--- src/rtl/ddr_wr_pkg.sv ---
// Shared types and constants for the DDR write-burst master.
package ddr_wr_pkg;

   typedef enum logic [1:0] {
      ST_IDLE = 2'd0,
      ST_AW   = 2'd1,
      ST_W    = 2'd2,
      ST_B    = 2'd3
   } wr_state_e;

   localparam logic [1:0] AXI_BURST_INCR = 2'b01;
   localparam logic [1:0] AXI_RESP_OKAY  = 2'b00;

   // Bytes moved by one burst of len beats on a data_w-bit bus.
   function automatic logic [31:0] burst_bytes(input int unsigned len,
                                               input int unsigned data_w);
      return 32'(len * (data_w / 8));
   endfunction

endpackage

--- src/rtl/ddr_wr_addr_gen.sv ---
// Ring offset tracker: advances one burst per completed write response.
module ddr_wr_addr_gen #(
   parameter int unsigned ADDR_W      = 32,
   parameter logic [31:0] BASE_ADDR   = 32'h0000_0000,
   parameter logic [31:0] RING_BYTES  = 32'h1000_0000,
   parameter logic [31:0] BURST_BYTES = 32'd512
) (
   input  logic              clk,
   input  logic              rst_n,
   input  logic              i_advance,
   output logic [ADDR_W-1:0] o_addr_c
);

   logic [31:0] r_offset;
   logic [31:0] w_offset_inc;

   assign w_offset_inc = r_offset + BURST_BYTES;

   // Wrap exactly at the ring end; RING_BYTES is a whole number of bursts.
   always_ff @(posedge clk or negedge rst_n) begin
      if (!rst_n) begin
         r_offset <= '0;
      end else if (i_advance) begin
         r_offset <= (w_offset_inc == RING_BYTES) ? 32'd0 : w_offset_inc;
      end
   end

   assign o_addr_c = ADDR_W'(BASE_ADDR + r_offset);

endmodule

--- src/rtl/ddr_write_burst_ctrl.sv ---
// AXI4 write-burst master draining a FWFT FIFO into a DDR ring, one burst outstanding.
module ddr_write_burst_ctrl
   import ddr_wr_pkg::*;
#(
   parameter int unsigned C_M_AXI_DATA_WIDTH = 256,
   parameter int unsigned C_M_AXI_ADDR_WIDTH = 32,
   parameter int unsigned FIFO_DATA_WIDTH    = 192,
   parameter int unsigned C_M_AXI_BURST_LEN  = 16,
   parameter logic [31:0] BASE_ADDR          = 32'h0000_0000,
   parameter logic [31:0] RING_BYTES         = 32'h1000_0000
) (
   input  logic                              M_AXI_ACLK,
   input  logic                              M_AXI_ARESETN,
   input  logic                              ctrl_wr_en,
   input  logic [FIFO_DATA_WIDTH-1:0]        fifo_dout,
   input  logic                              fifo_empty,
   input  logic [9:0]                        fifo_rd_data_count,
   output logic                              fifo_rd_en,
   output logic [C_M_AXI_ADDR_WIDTH-1:0]     M_AXI_AWADDR,
   output logic [7:0]                        M_AXI_AWLEN,
   output logic [2:0]                        M_AXI_AWSIZE,
   output logic [1:0]                        M_AXI_AWBURST,
   output logic                              M_AXI_AWVALID,
   input  logic                              M_AXI_AWREADY,
   output logic [C_M_AXI_DATA_WIDTH-1:0]     M_AXI_WDATA,
   output logic [C_M_AXI_DATA_WIDTH/8-1:0]   M_AXI_WSTRB,
   output logic                              M_AXI_WLAST,
   output logic                              M_AXI_WVALID,
   input  logic                              M_AXI_WREADY,
   input  logic [1:0]                        M_AXI_BRESP,
   input  logic                              M_AXI_BVALID,
   output logic                              M_AXI_BREADY,
   output logic [31:0]                       wr_burst_cnt,
   output logic                              bresp_err,
   output logic                              busy
);

   localparam int unsigned STRB_W      = C_M_AXI_DATA_WIDTH / 8;
   localparam logic [31:0] BURST_BYTES = burst_bytes(C_M_AXI_BURST_LEN, C_M_AXI_DATA_WIDTH);
   localparam logic [7:0]  LAST_BEAT   = 8'(C_M_AXI_BURST_LEN - 1);
   localparam logic [2:0]  AXI_SIZE    = 3'($clog2(STRB_W));

   wr_state_e                         r_state;
   wr_state_e                         w_state_nxt;
   logic [7:0]                        r_beat_cnt;
   logic [C_M_AXI_ADDR_WIDTH-1:0]     r_awaddr;
   logic [31:0]                       r_burst_cnt;
   logic                              r_bresp_err;
   logic [C_M_AXI_ADDR_WIDTH-1:0]     w_addr;
   logic                              w_start;
   logic                              w_wvalid;
   logic                              w_bready;
   logic                              w_w_hs;
   logic                              w_b_hs;
   logic                              w_in_w;

   assign w_start = (r_state == ST_IDLE) && ctrl_wr_en &&
                    (32'(fifo_rd_data_count) >= 32'(C_M_AXI_BURST_LEN));
   assign w_in_w  = (r_state == ST_W);
   assign w_w_hs  = w_wvalid && M_AXI_WREADY;
   assign w_b_hs  = w_bready && M_AXI_BVALID;

   ddr_wr_addr_gen #(
      .ADDR_W      (C_M_AXI_ADDR_WIDTH),
      .BASE_ADDR   (BASE_ADDR),
      .RING_BYTES  (RING_BYTES),
      .BURST_BYTES (BURST_BYTES)
   ) u_addr_gen (
      .clk       (M_AXI_ACLK),
      .rst_n     (M_AXI_ARESETN),
      .i_advance (w_b_hs),
      .o_addr_c  (w_addr)
   );

   always_ff @(posedge M_AXI_ACLK or negedge M_AXI_ARESETN) begin
      if (!M_AXI_ARESETN) begin
         r_state <= ST_IDLE;
      end else begin
         r_state <= w_state_nxt;
      end
   end

   // Next state and per-state channel strobes.
   always_comb begin
      w_state_nxt = r_state;
      w_wvalid    = 1'b0;
      w_bready    = 1'b0;
      case (r_state)
         ST_IDLE: begin
            if (w_start) w_state_nxt = ST_AW;
         end
         ST_AW: begin
            if (M_AXI_AWREADY) w_state_nxt = ST_W;
         end
         ST_W: begin
            w_wvalid = !fifo_empty;
            if (w_wvalid && M_AXI_WREADY && (r_beat_cnt == LAST_BEAT)) w_state_nxt = ST_B;
         end
         ST_B: begin
            w_bready = 1'b1;
            if (M_AXI_BVALID) w_state_nxt = ST_IDLE;
         end
         default: w_state_nxt = ST_IDLE;
      endcase
   end

   // Address capture, beat counting and response bookkeeping.
   always_ff @(posedge M_AXI_ACLK or negedge M_AXI_ARESETN) begin
      if (!M_AXI_ARESETN) begin
         r_beat_cnt  <= '0;
         r_awaddr    <= '0;
         r_burst_cnt <= '0;
         r_bresp_err <= 1'b0;
      end else begin
         if (w_start) r_awaddr <= w_addr;
         if (w_w_hs) begin
            r_beat_cnt <= (r_beat_cnt == LAST_BEAT) ? 8'd0 : r_beat_cnt + 8'd1;
         end
         if (w_b_hs) begin
            r_burst_cnt <= r_burst_cnt + 32'd1;
            r_bresp_err <= r_bresp_err | (M_AXI_BRESP != AXI_RESP_OKAY);
         end
      end
   end

   assign M_AXI_AWADDR  = r_awaddr;
   assign M_AXI_AWLEN   = LAST_BEAT;
   assign M_AXI_AWSIZE  = AXI_SIZE;
   assign M_AXI_AWBURST = AXI_BURST_INCR;
   assign M_AXI_AWVALID = (r_state == ST_AW);
   assign M_AXI_WDATA   = w_in_w ? C_M_AXI_DATA_WIDTH'(fifo_dout) : '0;
   assign M_AXI_WSTRB   = w_in_w ? {STRB_W{1'b1}} : '0;
   assign M_AXI_WVALID  = w_wvalid;
   assign M_AXI_WLAST   = w_wvalid && (r_beat_cnt == LAST_BEAT);
   assign M_AXI_BREADY  = w_bready;
   assign fifo_rd_en    = w_w_hs;
   assign wr_burst_cnt  = r_burst_cnt;
   assign bresp_err     = r_bresp_err;
   assign busy          = (r_state != ST_IDLE);

endmodule

--- config.mk ---
export PLATFORM = sky130hd
export DESIGN_NAME = ddr_write_burst_ctrl
export DESIGN_NICKNAME = d
export VERILOG_FILES = /design/src/rtl/ddr_wr_pkg.sv /design/src/rtl/ddr_wr_addr_gen.sv /design/src/rtl/ddr_write_burst_ctrl.sv
export SDC_FILE = /design/constraint.sdc
export NUM_CORES = 1
export LEC_CHECK = 0
export BUFFER_PORTS_ARGS = -buffer_cell sky130_fd_sc_hd__buf_4
export CELL_PAD_IN_SITES_DETAIL_PLACEMENT = 0
export CELL_PAD_IN_SITES_GLOBAL_PLACEMENT = 1
export CORE_AREA = 2 2 224 226
export CTS_CLUSTER_DIAMETER = 200
export DETAILED_ROUTE_END_ITERATION = 7
export DIE_AREA = 0 0 226 228
export PLACE_DENSITY_LB_ADDON = 0.1
export SLEW_MARGIN = 30
export SYNTH_ARGS = -nofsm -noshare
export SYNTH_HDL_FRONTEND = slang
export SYNTH_SLANG_ARGS = --single-unit
--- constraint.sdc ---
create_clock -name M_AXI_ACLK -period 2.9 [get_ports M_AXI_ACLK]
set_clock_uncertainty 0.15 [all_clocks]
set_input_delay 0.145 -clock M_AXI_ACLK [delete_from_list [all_inputs] [get_ports M_AXI_ACLK]]
set_output_delay 0.145 -clock M_AXI_ACLK [all_outputs]
set_load 0.05 [all_outputs]
# Yosys cells after proc, flatten, opt, wreduce, memory -nomap -nowiden
# Index checks and enable logic that the tools add are counted.
[word_totals]
register_bits = 107
inputBits = 211
output_inout_bits = 372
word_cells = 43
[classes]
addsub = 3
magnitude_cmp = 1
n_eq_ne = 9
mux = 11
bitwise = 1
n_reduce_logical = 12
[ops]
columns = ["operator", "n"]
rows = [
  ["$mux 192", 1],
  ["$mux 32", 2],
  ["$add 32x1->32 const B", 1],
  ["$add 32x10->32 const B", 1],
  ["$eq 32x29->1 const B", 1],
  ["$ge 10x5->1 const B", 1],
  ["$add 8x1->8 const B", 1],
  ["$eq 8x4->1 const B", 1],
  ["$mux 2", 4],
  ["$mux 8", 1],
  ["$pmux 2 s4", 1],
  ["$logic_and 1x1->1", 7],
  ["$eq 2x2->1 const B", 2],
  ["$ne 2x1->1 const B", 2],
  ["$ne 2x2->1 const B", 2],
  ["$reduce_and 4->1", 1],
  ["$reduce_bool 2->1", 2],
  ["$eq 2x1->1 const B", 1],
  ["$logic_not 2->1", 1],
  ["$mux 1", 2],
  ["$logic_not 1->1", 1],
  ["$or 1x1->1", 1],
]

# Depth between registers and ports, before layout
# Gate-level depths: netlist of the first run.
[depth]
word_depth = 5
mapped_depth = 9

# Hierarchy
# Synthesis of the first run repeated with hierarchy kept, for this count alone.
[hier_totals]
cells_unflattened = 729
area_unflattened_um2 = 6756.5
[by_module_without_submodules]
columns = ["module", "n_inst", "cells_per_inst", "area_per_inst_um2", "seq_area_each_um2"]
rows = [
  ["ddr_write_burst_ctrl", 1, 574, 5323.9, 1876.8],
  ["ddr_wr_addr_gen", 1, 155, 1432.6, 575.6],
]

# Worst setup path after synthesis of the first run
# OpenSTA, ideal clock, no wires.
[synth_path]
path_type = "reg2reg"
start = "register r_state[0]"
end = "register r_beat_cnt[5]"
setup_time_ns = 0.123
arrival_time_ns = 3.472
path_slack_ns = -0.845
path_stages_with_launch = 10
n_path_buf = 1
path_cell_list = "dfrtp_1 -> inv_1 -> ha_1 -> inv_1 -> nor2_1 -> and2_1 -> clkbuf_1 -> and4_1 -> nand3_1 -> xnor2_1"
[synth_between]
elab_chain_cells = 3
[synth_lines]
columns = ["item", "line", "source"]
rows = [
  ["from (decl)", "ddr_write_burst_ctrl.sv:43", "wr_state_e r_state;"],
  ["from (signal assigned)", "ddr_write_burst_ctrl.sv:79", "r_state <= w_state_nxt;"],
  ["$eq 2x2->1", "n/a", ""],
  ["net w_in_w", "ddr_write_burst_ctrl.sv:55", "logic w_in_w;"],
  ["$mux 1", "ddr_write_burst_ctrl.sv:88", "case (r_state)"],
  ["net M_AXI_WVALID", "ddr_write_burst_ctrl.sv:28", "output logic M_AXI_WVALID,"],
  ["$logic_and 1x1->1", "ddr_write_burst_ctrl.sv:60", "assign w_w_hs = w_wvalid && M_AXI_WREADY;"],
  ["net fifo_rd_en", "ddr_write_burst_ctrl.sv:18", "output logic fifo_rd_en,"],
  ["to (signal assigned)", "ddr_write_burst_ctrl.sv:117", "r_beat_cnt <= (r_beat_cnt == LAST_BEAT) ? 8'd0 : r_beat_cnt + 8'd1;"],
  ["to (decl)", "ddr_write_burst_ctrl.sv:45", "logic [7:0] r_beat_cnt;"],
]
# The timed path passes the listed nets, and every way through them passes these cells.
# A chain may end at the register's enable or synchronous reset.

# Worst setup path in the final report of the first run
[layout_path]
start = "register r_state[0]"
end = "output M_AXI_WDATA[126]"
[layout_between]
elab_chain_cells = 2
[layout_lines]
columns = ["item", "line", "source"]
rows = [
  ["$eq 2x2->1", "ddr_write_burst_ctrl.sv:59", "assign w_in_w = (r_state == ST_W);"],
  ["$mux 192", "ddr_write_burst_ctrl.sv:131", "assign M_AXI_WDATA = w_in_w ? C_M_AXI_DATA_WIDTH'(fifo_dout) : '0;"],
  ["to (decl)", "ddr_write_burst_ctrl.sv:25", "output logic [C_M_AXI_DATA_WIDTH-1:0] M_AXI_WDATA,"],
]
# Every way passes these cells.

==> results.cfg, run 1 <==
[outcome]
outcome = finished, final reports clean

[floorplan]
num_rows = 82
initial_core_util_pct = 13.4
die_y_um = 228
io_pins = 583
die_area_mm2 = 0.0515
die_w_um = 226
core-area_mm2 = 0.0493

[synth]
synth_seq_cells = 89
synth_area_leaders = dfrtp_1 34%, and2_1 19%, buf_4 14%
ys.flop_type = dfrtp_1
synth-edff-count = 0
ys_async_sr_fraction_pct = 100
synth_area_mm2 = 0.00660
yosysTopAreaCell = dfrtp_1
ys_seq_area_share_pct = 33.7
synth_area_per_cell_um2 = 9.08
syn_inst = 727
ys_types = 52
synth_top_area_share_pct = 33.7
ys_warn_count = 0

[detailed_routing]
dr.pass1.iters = 4
routed.top_layer = met5
wl_met2_mm = 22.5
antenna_left = 0
vias_per_cell = 3.45
wl_mm = 43.2
wl_met1_mm = 16.1
initialDrtViolationCount = 347
route.met3.wl_mm = 4.13
drc = 0
vias = 6418
post_drt_wl_per_cell_um = 23.3

[place]
port_buffers = 492
dp_hpwl_mm = 37.6
dp_slack_ps = 495
place.gp.congestion = 0.844
placed_area_mm2 = 0.0104

[layout]
final_common_cell = buf_4
area_growth_pct = 63.4
drive_gt1_share_pct = 46.9
nNetsFinal = 1394
final_util_pct = 21.9
final_cell_mix = 502 x buf_4, 198 x and2_1, 89 x dfrtp_1, 86 x conb_1, 46 x xnor2_1
fin_area_mm2 = 0.0108

[setup_path]
crit_path_max_incr_delay_ps = 400
critPathBufInv = 3
worstPathMaxFanout = 142
r2r_setup_slack_ps = 530
r2r-end = u_addr_gen.r_offset[31]$_DFFE_PN0P_
end_kind = output pin
setup.worst_path.start_class = flip-flop
critical_path.reg2reg.startpoint = r_state[1]$_DFFE_PN0P_
r2r.worst_path.cells = 7
crit_family = buffers and inverters
crit_arrival_ps = 2190
critPathKind = flip-flop to output pin
slowest_stage = dfrtp_1
required_ps = 2610
crit_chain = inv_1 -> ha_4 -> buf_12 -> and2_1 -> buf_4

[sta]
tightest_slew_ps = 697
hold_violations = 0
fin_crit_ps = 2480
period_share_pct = 85.7
final.setup.worst_slack_ps = 415
final_max_slew_viol_count = 0
tns_ps = 0
holdWs_ps = 170
slew_headroom_pct = 53.5
max_freq_ghz = 0.402
rsz0062_at_grt = no
setup_violations = 0

[power]
vdd_drop_max_mv = 0.431
power_leakage_nw = 5.55
powerDensity_mw_per_mm2 = 948

[cts]
cts_tree = done
numCtsBuffers = 9
cts_root_buf = clkbuf_16
cts_setup_buffers = 0
cts_buffer_depth = 2
path_clk_slew_ps = 60
clock_sinks = 89
h-tree-depth = 3
insertion_delay_ps = 360

[worst_hold_path]
whs_path_depth = 4
hp-class = primary input to flip-flop
min_to = r_state[0]$_DFFE_PN0P_
hp-start = M_AXI_AWREADY

[job]
max_cap_viol_count = 0

[global_routing]
grt-ovfl-total = 0
track_usage_pct = 16.4
antenna_found_initial = 13
grt_max_degree = 143
grt_pass1_wl_mm = 57.2
grt_pass1_vias = 6539
power breakdown:
part / total [mW] / internal (mW) / switching (mW)
Sequential: 1.51 / 1.36 / 0.150
Combinational: 7.50 / 2.02 / 5.48
Clock: 1.21 / 0.685 / 0.530
synth_stat cells, types with 2 or more instances:
library cell    n
nand2b_1        2
and4_1          4
ha_1            8
nand3_1        23
nor3b_1         2
buf_2           2
clkbuf_1       26
xnor2_1        46
nor3_1          9
dfrtp_1        89
and2_1        198
o21bai_1        2
conb_1          2
nor4_1          4
bufbuf_16       3
a21oi_1         3
nand4b_1        2
and3_1         10
xor2_1         16
nand2_1        40
buf_4         120
a311oi_1        2
nor2_1         26
and3_2          2
nand4_1        17
or4_1           2
inv_1           6
mux2_2         25
a31oi_1         2
o21ai_0         9
clkbuf_8        4
per-stage QoR:
stage                     power, mW  cells
after CTS                      10.5   1851
after global placement         9.22   1832
after floorplan                6.89    811
final                          10.2   1859
after global routing           10.7   1853
after detailed placement       9.19   1832
cell families after synthesis:
family	after synthesis	synth area share [%]
flops	89	33.7
fa+ha+maj	8	1.52
simple gates	351	31.1
other cells	2	0.114
xor+xnor	62	8.23
mux	26	4.42
buf+inv	162	18.1
compound gates	27	2.73
final cells by class:
cell class,instances,area [µm²]
Clock buffer,10,239
Tap cell,672,841
Timing Repair Buffer,509,3870
Fill cell,5540,38600
Clock inverter,5,56.3
Inverter,6,22.5
Antenna cell,8,20.0
Sequential cell,89,2230
Multi-Input combinational cell,560,3510
worst register-to-register path: stages (launching register included):
cell and delay (ps):
dfrtp_1 400, ha_1 250, nand2_1 200, nor3_1 390
nand4_1 330, nor2_1 250, nand4_1 130, xnor2_1 140
per-layer routing:
layer  up-vias  track usage, %
li1       3067               -
met1      3039            18.1
met2       270            29.8
met3        34            6.45
met4         8            3.02
met5         -               0
sequential cells by signal, summed over array words and instances (netlist names):
name and flops:
r_beat_cnt 8, r_state 2, M_AXI_AWADDR 23, u_addr_gen.r_offset 23
bresp_err 1, wr_burst_cnt 32
worst max-delay path by stage:
stage | slack (ps) | cells past startpoint | endpoint | startpoint
2_1_floorplan | 140 | 9 | r_beat_cnt[5]$_DFFE_PN0P_ | r_state[0]$_DFFE_PN0P_
3_3_place_gp | 550 | 7 | u_addr_gen.r_offset[31]$_DFFE_PN0P_ | r_state[1]$_DFFE_PN0P_
3_5_place_dp | 500 | 7 | u_addr_gen.r_offset[31]$_DFFE_PN0P_ | r_state[1]$_DFFE_PN0P_
4_1_cts | 380 | 5 | M_AXI_WDATA[66] | r_state[0]$_DFFE_PN0P_
5_1_grt | 330 | 5 | M_AXI_WDATA[66] | r_state[0]$_DFFE_PN0P_
6_report | 420 | 5 | M_AXI_WDATA[126] | r_state[0]$_DFFE_PN0P_
timing repair:
item	4_1_cts	5_1_grt
hold buffers	4	0
resized for setup	0	0
endpoints found under the hold margin	49	0
(Power assumes the default switching activity.)
==> run 2, diff against run 1 <==
RECOVER_POWER = 25   (was unset)
==> results.cfg, run 2 (synthesized netlist as in run 1, its figures left out) <==
[worst_hold_path]
hp-start = M_AXI_AWREADY
whs_path_depth = 4
hp-class = primary input to flip-flop
min_to = r_state[0]$_DFFE_PN0P_

[outcome]
outcome = finished, final reports clean

[sta]
fin_crit_ps = 2480
hold_violations = 0
tns_ps = 0
rsz0062_at_grt = no
final_max_slew_viol_count = 0
tightest_slew_ps = 1360
max_freq_ghz = 0.402
holdWs_ps = 171
setup_violations = 0
period_share_pct = 85.7
final.setup.worst_slack_ps = 415
slew_headroom_pct = 9.22

[floorplan]
die_w_um = 226
initial_core_util_pct = 13.4
io_pins = 583
num_rows = 82
core-area_mm2 = 0.0493
die_area_mm2 = 0.0515
die_y_um = 228

[detailed_routing]
dr.pass1.iters = 4
antenna_left = 0
post_drt_wl_per_cell_um = 23.3
initialDrtViolationCount = 338
vias_per_cell = 3.45
wl_mm = 43.2
drc = 0
vias = 6409

[global_routing]
grt_pass1_wl_mm = 57.2
grt_max_degree = 143
grt_pass1_vias = 6539
grt-ovfl-total = 0
track_usage_pct = 16.4
antenna_found_initial = 13

[cts]
numCtsBuffers = 9
cts_tree = done
cts_hold_buf = 4
insertion_delay_ps = 360
cts_root_buf = clkbuf_16
path_clk_slew_ps = 60
post_cts_resized = 0
cts_setup_buffers = 0
clock_sinks = 89
cts_buffer_depth = 2
h-tree-depth = 3

[layout]
fin_area_mm2 = 0.0106
drive_gt1_share_pct = 43.4
final_cells = 1858
area_growth_pct = 61.0
final_util_pct = 21.5
largest_reg_flops = 32
final_common_cell = buf_4
final_cell_mix = 460 x buf_4, 198 x and2_1, 89 x dfrtp_1, 86 x conb_1, 46 x xnor2_1
nNetsFinal = 1394

[place]
dp_slack_ps = 495
placed_area_mm2 = 0.0104
placedCellCount = 1832
port_buffers = 492
place.gp.congestion = 0.844
dp_hpwl_mm = 37.6

[setup_path]
required_ps = 2610
slowest_stage = dfrtp_1
worstPathMaxFanout = 142
critPathKind = flip-flop to output pin
r2r.worst_path.cells = 7
crit_path_max_incr_delay_ps = 400
crit_family = buffers and inverters
crit_chain = inv_1 -> ha_4 -> buf_12 -> and2_1 -> buf_4
crit_arrival_ps = 2190
critical_path.reg2reg.startpoint = r_state[1]$_DFFE_PN0P_
critPathBufInv = 3
r2r_setup_slack_ps = 530
r2r-end = u_addr_gen.r_offset[31]$_DFFE_PN0P_
end_kind = output pin
setup.worst_path.start_class = flip-flop

[power]
finalPower_mw = 10.2
powerDensity_mw_per_mm2 = 959
vdd_drop_max_mv = 0.431
power_leakage_nw = 5.37

[job]
max_cap_viol_count = 0
==> run 2: layer usage <==
layer	share of wire, %	GRT usage [%]	routed length (µm)	vias up
li1	-	-	-	3064
met1	37	18.1	16100	3028
met2	52	29.8	22400	273
met3	9.5	6.45	4120	36
met4	1.2	3.02	510	8
met5	0.11	0	46	-
==> run 2: area by class of cell <==
class / count / area [µm²]
fill: 5576 / 38700
sequential: 89 / 2230
timing repair buffer: 509 / 3710
clock buffer: 10 / 239
tap: 672 / 841
inverter: 6 / 22.5
clock inverter: 5 / 56.3
multi-input combinational: 560 / 3510
antenna: 7 / 17.5
==> run 2: report_power, final <==
group / internal (mW) / switching, mW
logic: 1.98 / 5.48
clock network: 0.685 / 0.528
registers: 1.36 / 0.150
total: 4.03 / 6.16
==> run 2: tightest hold or removal path: cells and delay by family <==
kind | cells | cell delay, ps
AO/OA/AOI/OAI | 3 | 380
buffers and inverters | 1 | 110
==> run 2: worst max path at each step <==
stage,start,endpoint,slack (ps),cells after the start
final,r_state[0]$_DFFE_PN0P_,M_AXI_WDATA[126],420,5
after global routing,r_state[0]$_DFFE_PN0P_,M_AXI_WDATA[66],330,5
after CTS,r_state[0]$_DFFE_PN0P_,M_AXI_WDATA[66],380,5
after detailed placement,r_state[1]$_DFFE_PN0P_,u_addr_gen.r_offset[31]$_DFFE_PN0P_,500,7
after global placement,r_state[1]$_DFFE_PN0P_,u_addr_gen.r_offset[31]$_DFFE_PN0P_,550,7
after floorplan,r_state[0]$_DFFE_PN0P_,r_beat_cnt[5]$_DFFE_PN0P_,140,9
==> run 3, diff against run 2 <==
MAX_ROUTING_LAYER = met4   (was unset)
PLACE_DENSITY = 0.57   (was unset)
PLACE_DENSITY_LB_ADDON = unset   (was 0.1)
==> results.cfg, run 3 (synthesized netlist as in run 1, its figures left out) <==
[cts]
insertion_delay_ps = 350
clock_sinks = 89
cts_buffer_depth = 2
h-tree-depth = 3
numCtsBuffers = 9
path_clk_slew_ps = 70
cts_root_buf = clkbuf_16
cts_tree = done
cts_setup_buffers = 0

[power]
power_frac_comb_pct = 72.7
p_switching_mw = 5.99
finalPower_mw = 10.0
vdd_drop_max_mv = 0.537
powerDensity_mw_per_mm2 = 939
sw_frac_of_total_pct = 59.9
seqPwrFrac_pct = 15.1
intPower_mw = 4.01
power_leakage_nw = 5.42
clockPowerShare_pct = 12.2

[layout]
final_common_cell = buf_4
area_growth_pct = 61.3
multiInputGateArea_mm2 = 0.00351
regArea_mm2 = 0.00223
final_cell_mix = 471 x buf_4, 198 x and2_1, 89 x dfrtp_1, 86 x conb_1, 46 x xnor2_1
largest_reg_flops = 32
drive_gt1_share_pct = 44.5
final_util_pct = 21.6
nNetsFinal = 1390
nFillCells = 5476
fin_area_mm2 = 0.0106
final_cells = 1851

[sta]
slew_headroom_pct = 29.1
tns_ps = 0
rsz0062_at_grt = no
final_max_slew_viol_count = 0
hold_violations = 0
final.setup.worst_slack_ps = 380
max_freq_ghz = 0.397
fin_crit_ps = 2520
tightest_slew_ps = 1060
setup_violations = 0
holdWs_ps = 187
period_share_pct = 86.9

[global_routing]
grt_max_degree = 159
grt_pass1_vias = 6209
antenna_found_initial = 12
grt-ovfl-total = 0
grt_pass1_wl_mm = 47.0
track_usage_pct = 13.5

[floorplan]
num_rows = 82
initial_core_util_pct = 13.4
die_y_um = 228
core-area_mm2 = 0.0493
die_w_um = 226
die_area_mm2 = 0.0515
io_pins = 583

[setup_path]
crit_arrival_ps = 2230
r2r_setup_slack_ps = 580
setup.worst_path.start_class = flip-flop
worstPathMaxFanout = 158
r2r-end = u_addr_gen.r_offset[31]$_DFFE_PN0P_
critPathKind = flip-flop to output pin
critical_path.reg2reg.startpoint = r_state[1]$_DFFE_PN0P_
r2r.worst_path.cells = 7
end_kind = output pin
required_ps = 2610

[detailed_routing]
initialDrtViolationCount = 293
vias = 6309
antenna_left = 0
dr.pass1.iters = 4
drc = 0
post_drt_wl_per_cell_um = 19.0
vias_per_cell = 3.41
wl_mm = 35.2

[worst_hold_path]
min_to = r_beat_cnt[3]$_DFFE_PN0P_
hp-start = M_AXI_WREADY
hp-class = primary input to flip-flop
whs_path_depth = 4

[place]
port_buffers = 492
placed_area_mm2 = 0.0104
place.gp.congestion = 0.798
dp_hpwl_mm = 30.9
dp_slack_ps = 547
placedCellCount = 1828

[job]
max_cap_viol_count = 0

[outcome]
outcome = finished, final reports clean
-- run 3: changes by cell type in the layout (fill, tap and decap cells not counted) --
cell and delta:
clkbuf_1 -14, buf_4 +11, diode_2 -4, clkinv_2 -2
inv_6 +2, inv_8 +2, buf_12 -1, clkbuf_8 -1
-- run 3: power by group through the flow --
stage          sequential [mW]  clock [mW]  combinational [mW]
2_1_floorplan             1.65           0                5.24
3_3_place_gp              1.53           0                7.41
3_5_place_dp              1.53           0                7.40
4_1_cts                   1.51        1.27                7.42
5_1_grt                   1.53        1.32                7.58
6_report                  1.51        1.22                7.27
-- run 3: worst max path at each step --
stage | from | end | cells after the start | slack, ps
3_5_place_dp | r_state[1]$_DFFE_PN0P_ | u_addr_gen.r_offset[31]$_DFFE_PN0P_ | 7 | 550
6_report | r_state[0]$_DFFE_PN0P_ | M_AXI_WDATA[110] | 5 | 380
4_1_cts | r_state[0]$_DFFE_PN0P_ | M_AXI_WDATA[110] | 5 | 380
2_1_floorplan | r_state[0]$_DFFE_PN0P_ | r_beat_cnt[5]$_DFFE_PN0P_ | 9 | 140
3_3_place_gp | r_state[1]$_DFFE_PN0P_ | u_addr_gen.r_offset[31]$_DFFE_PN0P_ | 7 | 610
5_1_grt | r_state[0]$_DFFE_PN0P_ | M_AXI_WDATA[110] | 5 | 270
-- run 3: routing by layer --
metal / vias up / part of all wire, % / track usage, %
met1: 2944 / 33 / 12.9
met4: 0 / 0.96 / 2.05
met3: 31 / 5.6 / 1.92
li1: 3052 / - / -
met2: 282 / 61 / 28.3
met5: - / 0 / -
-- run 3: repair_timing --
item | CTS | global route
hold buffers | 4 | 0
gates resized for setup | 0 | 0
hold endpoints to repair | 42 | 0
-- run 3: area by class of cell --
| cell class | instances | area share, % |
|---|---|---|
| Antenna cell | 3 | 0.0705 |
| Clock buffer | 9 | 2.12 |
| Tap cell | 672 | 7.90 |
| Clock inverter | 7 | 0.811 |
| Multi-Input combinational cell | 560 | 33.0 |
| Inverter | 6 | 0.212 |
| Timing Repair Buffer | 505 | 35.0 |
| Sequential cell | 89 | 20.9 |
-- run 3: critical path, cell delays in order, from the launching register on --
cell and delay (ps):
dfrtp_1 400, inv_1 170, ha_4 190, buf_12 330, and2_1 400, buf_4 260
